<file path="config.mk">
export PLATFORM = sky130hd
export DESIGN_NAME = cve2_xif_mac_copro
export DESIGN_NICKNAME = d
export VERILOG_FILES = /design/src/rtl/cve2_xif_copro_pkg.sv /design/src/rtl/cve2_xif_copro_mul.sv /design/src/rtl/cve2_xif_mac_copro.sv
export SDC_FILE = /design/constraint.sdc
export NUM_CORES = 1
export LEC_CHECK = 0
export BUFFER_PORTS_ARGS = -buffer_cell sky130_fd_sc_hd__buf_2
export CAP_MARGIN = 5
export CORE_MARGIN = 2
export CORE_UTILIZATION = 46
export DETAILED_ROUTE_END_ITERATION = 16
export GPL_ROUTABILITY_DRIVEN = 0
export PLACE_DENSITY = 0.75
export SLEW_MARGIN = 20
export SYNTH_ARGS = -nofsm -noshare
export SYNTH_HDL_FRONTEND = slang
export SYNTH_HIERARCHICAL = 1
export SYNTH_SLANG_ARGS = --single-unit
</file>
<file path="constraint.sdc">
create_clock -name clk_i -period 8.1 [get_ports clk_i]
set_input_delay 0.405 -clock clk_i [delete_from_list [all_inputs] [get_ports clk_i]]
set_output_delay 0.405 -clock clk_i [all_outputs]
set_load 0.05 [all_outputs]
</file>
<file path="src/rtl/cve2_xif_copro_pkg.sv">
// Shared definitions for the CV-X-IF MAC coprocessor: custom-0 opcode,
// operation encoding, FSM states and the instruction decoder.
package cve2_xif_copro_pkg;

  localparam logic [6:0] OPCODE_CUSTOM0 = 7'b0001011;

  typedef enum logic [2:0] {
    OP_MAC    = 3'b000,
    OP_ACC_RD = 3'b001,
    OP_ACC_WR = 3'b010,
    OP_ADD3   = 3'b011,
    OP_CNT_RD = 3'b100
  } copro_op_e;

  typedef enum logic [1:0] {
    ST_IDLE,
    ST_WAIT_COMMIT,
    ST_EXEC,
    ST_RESULT
  } copro_state_e;

  typedef struct packed {
    logic       accept;
    logic       writeback;
    logic [2:0] register_read;
    copro_op_e  op;
  } copro_dec_t;

  // ADD3 is R4-type: instr[31:27] names rs3 and funct2 is ignored, so it
  // is the only op that does not require funct7 == 0.
  function automatic copro_dec_t copro_decode(input logic [31:0] instr,
                                              input logic        perf_en);
    copro_dec_t dec;
    logic       f7_zero;
    dec     = '0;
    f7_zero = (instr[31:25] == 7'h00);
    if (instr[6:0] == OPCODE_CUSTOM0) begin
      case (instr[14:12])
        3'b000: if (f7_zero) begin
          dec.accept = 1'b1; dec.writeback = 1'b1;
          dec.register_read = 3'b011; dec.op = OP_MAC;
        end
        3'b001: if (f7_zero) begin
          dec.accept = 1'b1; dec.writeback = 1'b1;
          dec.register_read = 3'b000; dec.op = OP_ACC_RD;
        end
        3'b010: if (f7_zero) begin
          dec.accept = 1'b1; dec.writeback = 1'b0;
          dec.register_read = 3'b001; dec.op = OP_ACC_WR;
        end
        3'b011: begin
          dec.accept = 1'b1; dec.writeback = 1'b1;
          dec.register_read = 3'b111; dec.op = OP_ADD3;
        end
        3'b100: if (f7_zero && perf_en) begin
          dec.accept = 1'b1; dec.writeback = 1'b1;
          dec.register_read = 3'b000; dec.op = OP_CNT_RD;
        end
        default: ;
      endcase
    end
    return dec;
  endfunction

endpackage

</file>
<file path="src/rtl/cve2_xif_copro_mul.sv">
// 32x32 -> low 32 multiplier with start/done. FastMul=1 answers in the
// start cycle; FastMul=0 runs a 32-cycle shift-add, done in the last cycle.
module cve2_xif_copro_mul #(
  parameter bit FastMul = 1'b0
) (
  input  logic        clk_i,
  input  logic        rst_ni,
  input  logic        start_i,
  input  logic [31:0] a_i,
  input  logic [31:0] b_i,
  output logic        done_o,
  output logic [31:0] product_o
);

  if (FastMul) begin : g_fast
    logic unused_fast;
    assign unused_fast = clk_i ^ rst_ni;
    assign done_o      = start_i;
    assign product_o   = a_i * b_i;
  end else begin : g_iter
    logic [31:0] mcand_q, mplier_q, sum_q;
    logic [4:0]  cnt_q;
    logic        busy_q;

    // one partial product per cycle; the 32nd is folded into product_o
    always_ff @(posedge clk_i or negedge rst_ni) begin
      if (!rst_ni) begin
        mcand_q  <= '0;
        mplier_q <= '0;
        sum_q    <= '0;
        cnt_q    <= '0;
        busy_q   <= 1'b0;
      end else if (start_i) begin
        mcand_q  <= a_i;
        mplier_q <= b_i;
        sum_q    <= '0;
        cnt_q    <= 5'd31;
        busy_q   <= 1'b1;
      end else if (busy_q) begin
        if (cnt_q == 5'd0) begin
          busy_q <= 1'b0;
        end else begin
          sum_q    <= sum_q + (mplier_q[0] ? mcand_q : 32'h0);
          mcand_q  <= mcand_q << 1;
          mplier_q <= mplier_q >> 1;
          cnt_q    <= cnt_q - 5'd1;
        end
      end
    end

    assign done_o    = busy_q && (cnt_q == 5'd0);
    assign product_o = sum_q + (mplier_q[0] ? mcand_q : 32'h0);
  end

endmodule

</file>
<file path="src/rtl/cve2_xif_mac_copro.sv">
// CV-X-IF reference coprocessor: accepts custom-0 MAC / ACC_RD / ACC_WR /
// ADD3, executes them after commit and returns results.
// Optional macro CVE2_XIF_COPRO_PERF_EN adds a committed-instruction
// counter readable via funct3 100 (CNT_RD).
//
// state          | meaning
// ST_IDLE        | ready for issue, no instruction in flight
// ST_WAIT_COMMIT | accepted, waiting for commit or kill
// ST_EXEC        | iterative multiply running
// ST_RESULT      | result offered until the core takes it
module cve2_xif_mac_copro
  import cve2_xif_copro_pkg::*;
#(
  parameter bit          FastMul     = 1'b0,
  parameter logic [31:0] AccResetVal = 32'h0
) (
  input  logic        clk_i,
  input  logic        rst_ni,
  input  logic        xif_issue_valid_i,
  input  logic [31:0] xif_issue_req_instr_i,
  output logic        xif_issue_ready_o,
  output logic        xif_issue_resp_accept_o,
  output logic        xif_issue_resp_writeback_o,
  output logic [2:0]  xif_issue_resp_register_read_o,
  input  logic [31:0] xif_register_rs1_i,
  input  logic [31:0] xif_register_rs2_i,
  input  logic [31:0] xif_register_rs3_i,
  input  logic [2:0]  xif_register_rs_valid_i,
  input  logic        xif_commit_valid_i,
  input  logic        xif_commit_kill_i,
  output logic        xif_result_valid_o,
  input  logic        xif_result_ready_i,
  output logic        xif_result_we_o,
  output logic [31:0] xif_result_data_o
);

  copro_state_e state_q;
  copro_op_e    op_q;
  copro_dec_t   dec;
  logic         wb_q;
  logic [31:0]  rs1_q, rs2_q, rs3_q, acc_q;
  logic         res_valid_q, res_we_q;
  logic [31:0]  res_data_q;
  logic         issue_hs, commit_go, mul_start, mul_done;
  logic [31:0]  mul_product, mac_sum, perf_cnt;
  logic         unused_instr;

`ifdef CVE2_XIF_COPRO_PERF_EN
  localparam logic PerfEn = 1'b1;
  logic [31:0] perf_cnt_q;

  // counts every commit that is not killed; wraps at 2^32
  always_ff @(posedge clk_i or negedge rst_ni) begin
    if (!rst_ni)        perf_cnt_q <= '0;
    else if (commit_go) perf_cnt_q <= perf_cnt_q + 32'd1;
  end
  assign perf_cnt = perf_cnt_q;
`else
  localparam logic PerfEn = 1'b0;
  assign perf_cnt = 32'h0;
`endif

  assign dec          = copro_decode(xif_issue_req_instr_i, PerfEn);
  assign unused_instr = ^{xif_issue_req_instr_i[24:15], xif_issue_req_instr_i[11:7]};

  assign xif_issue_resp_accept_o        = xif_issue_valid_i & dec.accept;
  assign xif_issue_resp_writeback_o     = xif_issue_valid_i & dec.writeback;
  assign xif_issue_resp_register_read_o = xif_issue_valid_i ? dec.register_read : 3'b000;
  assign xif_issue_ready_o = xif_issue_valid_i && (state_q == ST_IDLE) &&
                             ((xif_register_rs_valid_i & dec.register_read) == dec.register_read);
  assign issue_hs  = xif_issue_valid_i & xif_issue_ready_o;
  assign commit_go = (state_q == ST_WAIT_COMMIT) & xif_commit_valid_i & ~xif_commit_kill_i;
  assign mul_start = commit_go & (op_q == OP_MAC);
  assign mac_sum   = acc_q + mul_product;

  cve2_xif_copro_mul #(.FastMul(FastMul)) u_mul (
    .clk_i     (clk_i),
    .rst_ni    (rst_ni),
    .start_i   (mul_start),
    .a_i       (rs1_q),
    .b_i       (rs2_q),
    .done_o    (mul_done),
    .product_o (mul_product)
  );

  // issue/commit/result sequencing with registered result outputs
  always_ff @(posedge clk_i or negedge rst_ni) begin
    if (!rst_ni) begin
      state_q     <= ST_IDLE;
      op_q        <= OP_MAC;
      wb_q        <= 1'b0;
      rs1_q       <= '0;
      rs2_q       <= '0;
      rs3_q       <= '0;
      acc_q       <= AccResetVal;
      res_valid_q <= 1'b0;
      res_we_q    <= 1'b0;
      res_data_q  <= '0;
    end else begin
      case (state_q)
        ST_IDLE: if (issue_hs && dec.accept) begin
          op_q    <= dec.op;
          wb_q    <= dec.writeback;
          rs1_q   <= xif_register_rs1_i;
          rs2_q   <= xif_register_rs2_i;
          rs3_q   <= xif_register_rs3_i;
          state_q <= ST_WAIT_COMMIT;
        end
        ST_WAIT_COMMIT: if (xif_commit_valid_i) begin
          if (xif_commit_kill_i) begin
            state_q <= ST_IDLE;
          end else if (op_q == OP_MAC && !mul_done) begin
            state_q <= ST_EXEC;
          end else begin
            res_valid_q <= 1'b1;
            res_we_q    <= wb_q;
            state_q     <= ST_RESULT;
            case (op_q)
              OP_MAC:    begin acc_q <= mac_sum; res_data_q <= mac_sum; end
              OP_ACC_RD: res_data_q <= acc_q;
              OP_ACC_WR: begin acc_q <= rs1_q; res_data_q <= 32'h0; end
              OP_ADD3:   res_data_q <= rs1_q + rs2_q + rs3_q;
              OP_CNT_RD: res_data_q <= perf_cnt;
              default:   res_data_q <= 32'h0;
            endcase
          end
        end
        ST_EXEC: if (mul_done) begin
          acc_q       <= mac_sum;
          res_data_q  <= mac_sum;
          res_valid_q <= 1'b1;
          res_we_q    <= wb_q;
          state_q     <= ST_RESULT;
        end
        ST_RESULT: if (xif_result_ready_i) begin
          res_valid_q <= 1'b0;
          res_we_q    <= 1'b0;
          res_data_q  <= '0;
          state_q     <= ST_IDLE;
        end
        default: state_q <= ST_IDLE;
      endcase
    end
  end

  assign xif_result_valid_o = res_valid_q;
  assign xif_result_we_o    = res_we_q;
  assign xif_result_data_o  = res_data_q;

endmodule

</file>
Word-level counts from Yosys, hierarchy flattened
Cells that the tools add are included.
{"block": "op_classes", "n_bitwise": 8, "reduce_logical": 19, "n_eq_ne": 19, "n_addsub": 5, "n_mux": 52}
{"operator": "two-way mux 32 bit", "n": 18}
{"operator": "one-hot mux 32 bit (3 select lines)", "n": 2}
{"operator": "adder 32 bit", "n": 4}
{"operator": "one-hot mux 32 bit (2 select lines)", "n": 2}
{"operator": "two-way mux 8 bit", "n": 4}
{"operator": "one-hot mux 8 bit (4 select lines)", "n": 1}
{"operator": "two-way mux 5 bit", "n": 3}
{"operator": "two-way mux 1 bit", "n": 13}
{"operator": "equality test 3 x 2 -> 1 bit (second input constant)", "n": 4}
{"operator": "inequality test 2 bit (second input constant)", "n": 6}
{"operator": "AND reduction 6 bit", "n": 2}
{"operator": "two-way mux 2 bit", "n": 5}
{"operator": "one-hot mux 2 bit (4 select lines)", "n": 1}
{"operator": "equality test 7 x 4 -> 1 bit (second input constant)", "n": 1}
{"operator": "logical NOT 7 bit", "n": 1}
{"operator": "AND 1 bit", "n": 6}
{"operator": "equality test 3 x 1 -> 1 bit (second input constant)", "n": 2}
{"operator": "logical NOT 3 bit", "n": 2}
{"operator": "one-hot mux 1 bit (3 select lines)", "n": 2}
{"operator": "logical AND 1 bit", "n": 5}
{"operator": "logical NOT 5 bit", "n": 1}
{"operator": "subtractor 5 x 1 -> 5 bit (second input constant)", "n": 1}
{"operator": "equality test 2 bit (second input constant)", "n": 2}
{"operator": "AND reduction 2 bit", "n": 2}
{"operator": "other kinds (12)", "n": 13}
{"block": "totals", "output_inout_bits": 40, "word_cells": 118, "reg_bits": 270}

Depth between registers and ports, before layout
{"block": "logic_depth", "word_depth": 11, "mapped_depth": 21}

By module
The synthesis kept the hierarchy.
{"module": "cve2_xif_mac_copro", "seq_area_each_um2": 4179.0, "cells_each": 1087, "area_each_um2": 10896.7, "instances": 1}
{"module": "cve2_xif_copro_mul", "seq_area_each_um2": 2552.4, "cells_each": 721, "area_each_um2": 6406.1, "instances": 1}

Worst setup path after synthesis
Ideal clock, no wire load.
{"block": "synth_timing", "path_kind": "register to register", "start": "register u_mul.g_iter.mplier_q[0]", "end": "register res_data_q[31] (netlist: xif_result_data_o[31])", "t_arrival_ns": 4.312, "n_path_buf": 0, "synth_period_minus_slack_ns": 4.438, "setup_time_ns": 0.126, "setup_slack_ns": 3.662, "t_required_ns": 7.974, "path_stages_with_launch": 20, "path_cell_list": "dfrtp_1 and2_1 ha_1 fa_1 a21o_1 a221oi_2 o221ai_2 a21oi_1 o21ai_0 xor2_1 ha_1 nand4_1 nor4_1 o311ai_0 nand3_1 a31oi_2 o21ai_0 a21oi_1 xnor2_1 a221o_1"}
{"block": "synth_between", "elab_chain_cells": 8, "word_cells_on_any_way": 9, "classes_between": "2 x add/sub; 7 x mux"}
{"element": "start: declaration", "line": "cve2_xif_copro_mul.sv:21", "text": "logic [31:0] mcand_q, mplier_q, sum_q;"}
{"element": "start signal: assignment", "line": "cve2_xif_copro_mul.sv:35", "text": "mplier_q <= b_i;"}
{"element": "start signal: assignment", "line": "cve2_xif_copro_mul.sv:45", "text": "mplier_q <= mplier_q >> 1;"}
{"element": "two-way mux 32 bit (*)", "line": "cve2_xif_copro_mul.sv:52", "text": "assign product_o = sum_q + (mplier_q[0] ? mcand_q : 32'h0);"}
{"element": "adder 32 bit (*)", "line": "cve2_xif_copro_mul.sv:52"}
{"element": "named net mul_product[18]", "line": "cve2_xif_mac_copro.sv:45", "text": "logic [31:0] mul_product, mac_sum, perf_cnt;"}
{"element": "adder 32 bit (*)", "line": "cve2_xif_mac_copro.sv:74", "text": "assign mac_sum = acc_q + mul_product;"}
{"element": "one-hot mux 32 bit (3 select lines)", "line": "cve2_xif_mac_copro.sv:118", "text": "case (op_q)"}
{"element": "two-way mux 32 bit", "line": "cve2_xif_mac_copro.sv:112", "text": "end else if (op_q == OP_MAC && !mul_done) begin"}
{"element": "two-way mux 32 bit", "line": "cve2_xif_mac_copro.sv:110", "text": "if (xif_commit_kill_i) begin"}
{"element": "two-way mux 32 bit", "line": "cve2_xif_mac_copro.sv:109", "text": "ST_WAIT_COMMIT: if (xif_commit_valid_i) begin"}
{"element": "one-hot mux 32 bit (3 select lines) (*)", "line": "cve2_xif_mac_copro.sv:100", "text": "case (state_q)"}
{"element": "end signal: assignment", "line": "cve2_xif_mac_copro.sv:119", "text": "OP_MAC: begin acc_q <= mac_sum; res_data_q <= mac_sum; end"}
{"element": "end signal: assignment", "line": "cve2_xif_mac_copro.sv:120", "text": "OP_ACC_RD: res_data_q <= acc_q;"}
{"element": "end signal: assignment", "line": "cve2_xif_mac_copro.sv:122", "text": "OP_ADD3: res_data_q <= rs1_q + rs2_q + rs3_q;"}
{"element": "end: declaration", "line": "cve2_xif_mac_copro.sv:43", "text": "logic [31:0] res_data_q;"}
Mark *: on every way through the listed nets, which the timed path passes. The rest lies on a longest branch. The select of a mux whose other input is x is not followed.
A chain may end at the register's enable or synchronous reset.

Final worst setup path
Ends and elaborated chain as after synthesis.

==> impl_results.md <==
* Hold Path Origin: xif_result_ready_i
* Status: finished, final reports clean
* Total power at 4.13 mW
* Mapped Nets at 2073
* Die height at 198 µm
* Total wire length at 45300 µm
* Drt first pass iters at 7
* Dpl ws at 2310 ps
* Mean Syn Cell Area at 9.57 µm²
* TNS Setup at 0 ps
* R2R Setup Slk at between 2000 and 2500 ps
* Register area share after synthesis at 38.9%
* Period utilization at 75.1%
* First DRT Iteration DRCs at 948
* Rows at between 70 and 80
* HP Class: in -> reg
* Synth unique cells at a little over 70
* Main synth FF type: dfrtp_1
* Yosys reg bits at 269
* Critical path required time at between 8000 and 9000 ps
* Worst Path Arrival at 6520 ps
* Hold Vio Cnt, Final at 0
* Max_slew headroom at 28.3%
* Core Box Area at 0.0373 mm²
* Async set-reset flop share out of synthesis at 100%
* Maximum number of pins on one net before global-route repair at 105
* Post-synth top cells: 269 x dfrtp_1, 214 x nand2_1, 140 x a21oi_1, 137 x nor2_1, 130 x o21ai_0
* Worst vdd ir at 182 µV
* Worst Hold End: xif_result_valid_o
* Register area at about 0.0067 mm²
* Setup crit end kind: flop
* Area Overhead vs Synth at 11.9%
* CTS max path bufs at 3
* DP Area at 0.0185 mm²
* Final WS setup at slightly above 2000 ps
* Synth top area share at slightly below 40%
* First-pass GRT wire length at 73800 µm
* IO Port Bufs at around 160
* Clock slew at reported path FFs at about 70 ps
* Ports at 177
* CTS root buffer: clkbuf_16
* Number of routed nets with antenna violations at 0
* H-tree levels at 1
* Synth warn at 6
* R2R Path End: xif_result_data_o[31]
* Worst Reg-to-Reg Cells at 19
* Post-Synthesis Cells at around 1800
* Avg WL per Cell at 18.8 µm
* Count leader, synth: dfrtp_1
* Post-DP HPWL at ~34000 µm
* TritonCTS clock tree: yes
* Inserted Clock Buffers at 27
* Hold depth at 2
* Number of remaining DRC errors at 0
* Initial antenna violation count at 1
* Pwr dens at around 210 mW/mm²
* Fillcell total at about 3300
* Worst Setup Path Type: reg -> reg
* Worst-case hold slack at 60.6 ps
* Area contributors post-synth: dfrtp_1 39%, ha_1 6.8%, mux2_2 6.3%, nand2_1 4.6%, mux2i_1 4.5%
* RSZ-0062 raised after global routing: false
* Worst-path maximum fanout at 34
* Number of max-cap violations at 0
* Die area at 0.0392 mm²
* Fmax at 164 MHz
* Share of cells above drive strength 1 at 17.9%
* Clock skew at 10.4 ps
* DIE WIDTH at approximately 200 µm
* Post-Syn Area at 0.0173 mm²
* Final setup fails at 0
* Max Transition Viols Final at 0
* Nets at between 2000 and 2500
* CP startpoint kind: flop
* Post-synth EDFFs at 0
* Final Instance Area at roughly 0.019 mm²
* Clock sinks at 269
* Period minus WS final at slightly above 6000 ps
* Initial core utilization at between 40% and 50%
* Finished Layout Cells at 2413
* Worst reg2reg path startpoint: u_mul/g_iter.mplier_q[0]
* Via/cell ratio at between 5 and 6
* Leakage power at 8.87 nW
* Final core occ at a little over 50%
* Post-CTS setup buffers at 0
* Clock Latency Late Sink at 550 ps
* GRT overflow at 0
* Worst slew pin tran at 1070 ps
* Cell taking the most area after synthesis: dfrtp_1
* Cell count after placement at between 2000 and 2500
* GRT Total Usage at 23.3%
* Multi-input logic area at 0.0101 mm²
* Vias at 14300
* Vias in the first global route at roughly 14000
-- layer usage --
| metal | track usage (%) | part of all wire [%] | up-vias | wire length [µm] |
|---|---|---|---|---|
| li1 | - | - | 6734 | - |
| met1 | 31.5 | 43 | 6988 | 19600 |
| met2 | 38.8 | 47 | 523 | 21100 |
| met3 | 3.30 | 7.1 | 104 | 3220 |
| met4 | 7.30 | 2.9 | 0 | 1310 |
| met5 | 0 | 0 | - | 0 |
-- cell type report --
| type | instances | area share, % |
|---|---|---|
| clock inverters | 10 | 0.511 |
| repair buffers | 175 | 4.77 |
| well taps | 474 | 3.06 |
| diodes | 1 | 0.0129 |
| clock buffers | 38 | 4.01 |
| multi-input cells | 1418 | 52.3 |
| flip-flops and latches | 269 | 34.8 |
| inverters | 28 | 0.543 |
-- where the power goes --
part | internal (mW) | switching [mW] | total, mW
sequential | 1.38 | 0.0263 | 1.40
clock | 0.702 | 0.541 | 1.24
combinational | 0.578 | 0.903 | 1.48
total | 2.66 | 1.47 | 4.13
-- cells in the final DEF, fill, tap and decap left out, types with 22 or more instances in the layout --
cell,n
ha_1,94
buf_2,160
fa_1,34
and2_1,37
dfrtp_1,269
a31oi_1,22
o21a_1,23
clkbuf_16,27
xnor2_1,55
mux2i_1,78
a21o_1,34
xor2_1,35
a21oi_1,140
nor2_1,137
nand3_1,31
mux2_2,97
inv_1,28
o21ai_0,130
nand2_1,214
nand4_1,23
-- sequential cells by signal, indices dropped and copies added, names as in the netlist, named ones only --
register / flops
acc_q: 32
op_q: 2
rs1_q: 32
rs2_q: 32
rs3_q: 32
state_q: 1
u_mul/g_iter.busy_q: 1
u_mul/g_iter.cnt_q: 5
u_mul/g_iter.mcand_q: 32
u_mul/g_iter.mplier_q: 32
u_mul/g_iter.sum_q: 32
wb_q: 1
xif_result_data_o: 32
xif_result_valid_o: 1
xif_result_we_o: 1
-- how the worst max path moves through the flow --
stage | end | startpoint
after floorplan | xif_result_data_o[31] | u_mul/g_iter.mplier_q[0]
after global placement | xif_result_data_o[31] | u_mul/g_iter.mplier_q[0]
after detailed placement | xif_result_data_o[25] | u_mul/g_iter.mplier_q[0]
after CTS | xif_result_data_o[25] | u_mul/g_iter.mplier_q[0]
after global routing | xif_result_data_o[31] | u_mul/g_iter.mplier_q[0]
final | xif_result_data_o[31] | u_mul/g_iter.mplier_q[0]
-- timing repair --
action | CTS | global route
resized for setup | 0 | 0
endpoints found under the hold margin | 102 | 0
hold buffers | 1 | 0
-- critical path, cell delays in order, from the launching register on --
cell and delay (ps):
dfrtp_1 680, and2_1 320, ha_1 220, fa_1 410, a21o_1 200, a221oi_2 470
o221ai_2 220, a21oi_1 280, o21ai_0 160, xor2_1 200, ha_1 400, nand4_1 270
nor4_1 490, o311ai_0 290, nand3_1 340, a31oi_2 180, o21ai_0 250, a21oi_1 120
xnor2_1 150, a221o_1 320
-- cells by family (layout without fill, tap and decap cells) --
logic type	after synthesis	in the layout	synth area share [%]
flip-flops	269	269	38.9
multiplexers	175	175	10.8
other	0	1	0
XOR/XNOR	90	90	4.56
adder cells (fa/ha/maj)	128	128	10.7
AND/OR/NAND/NOR	528	528	13.8
AO/OA/AOI/OAI	497	497	18.3
buffers and inverters	121	251	2.86
(Power assumes the default switching activity.)
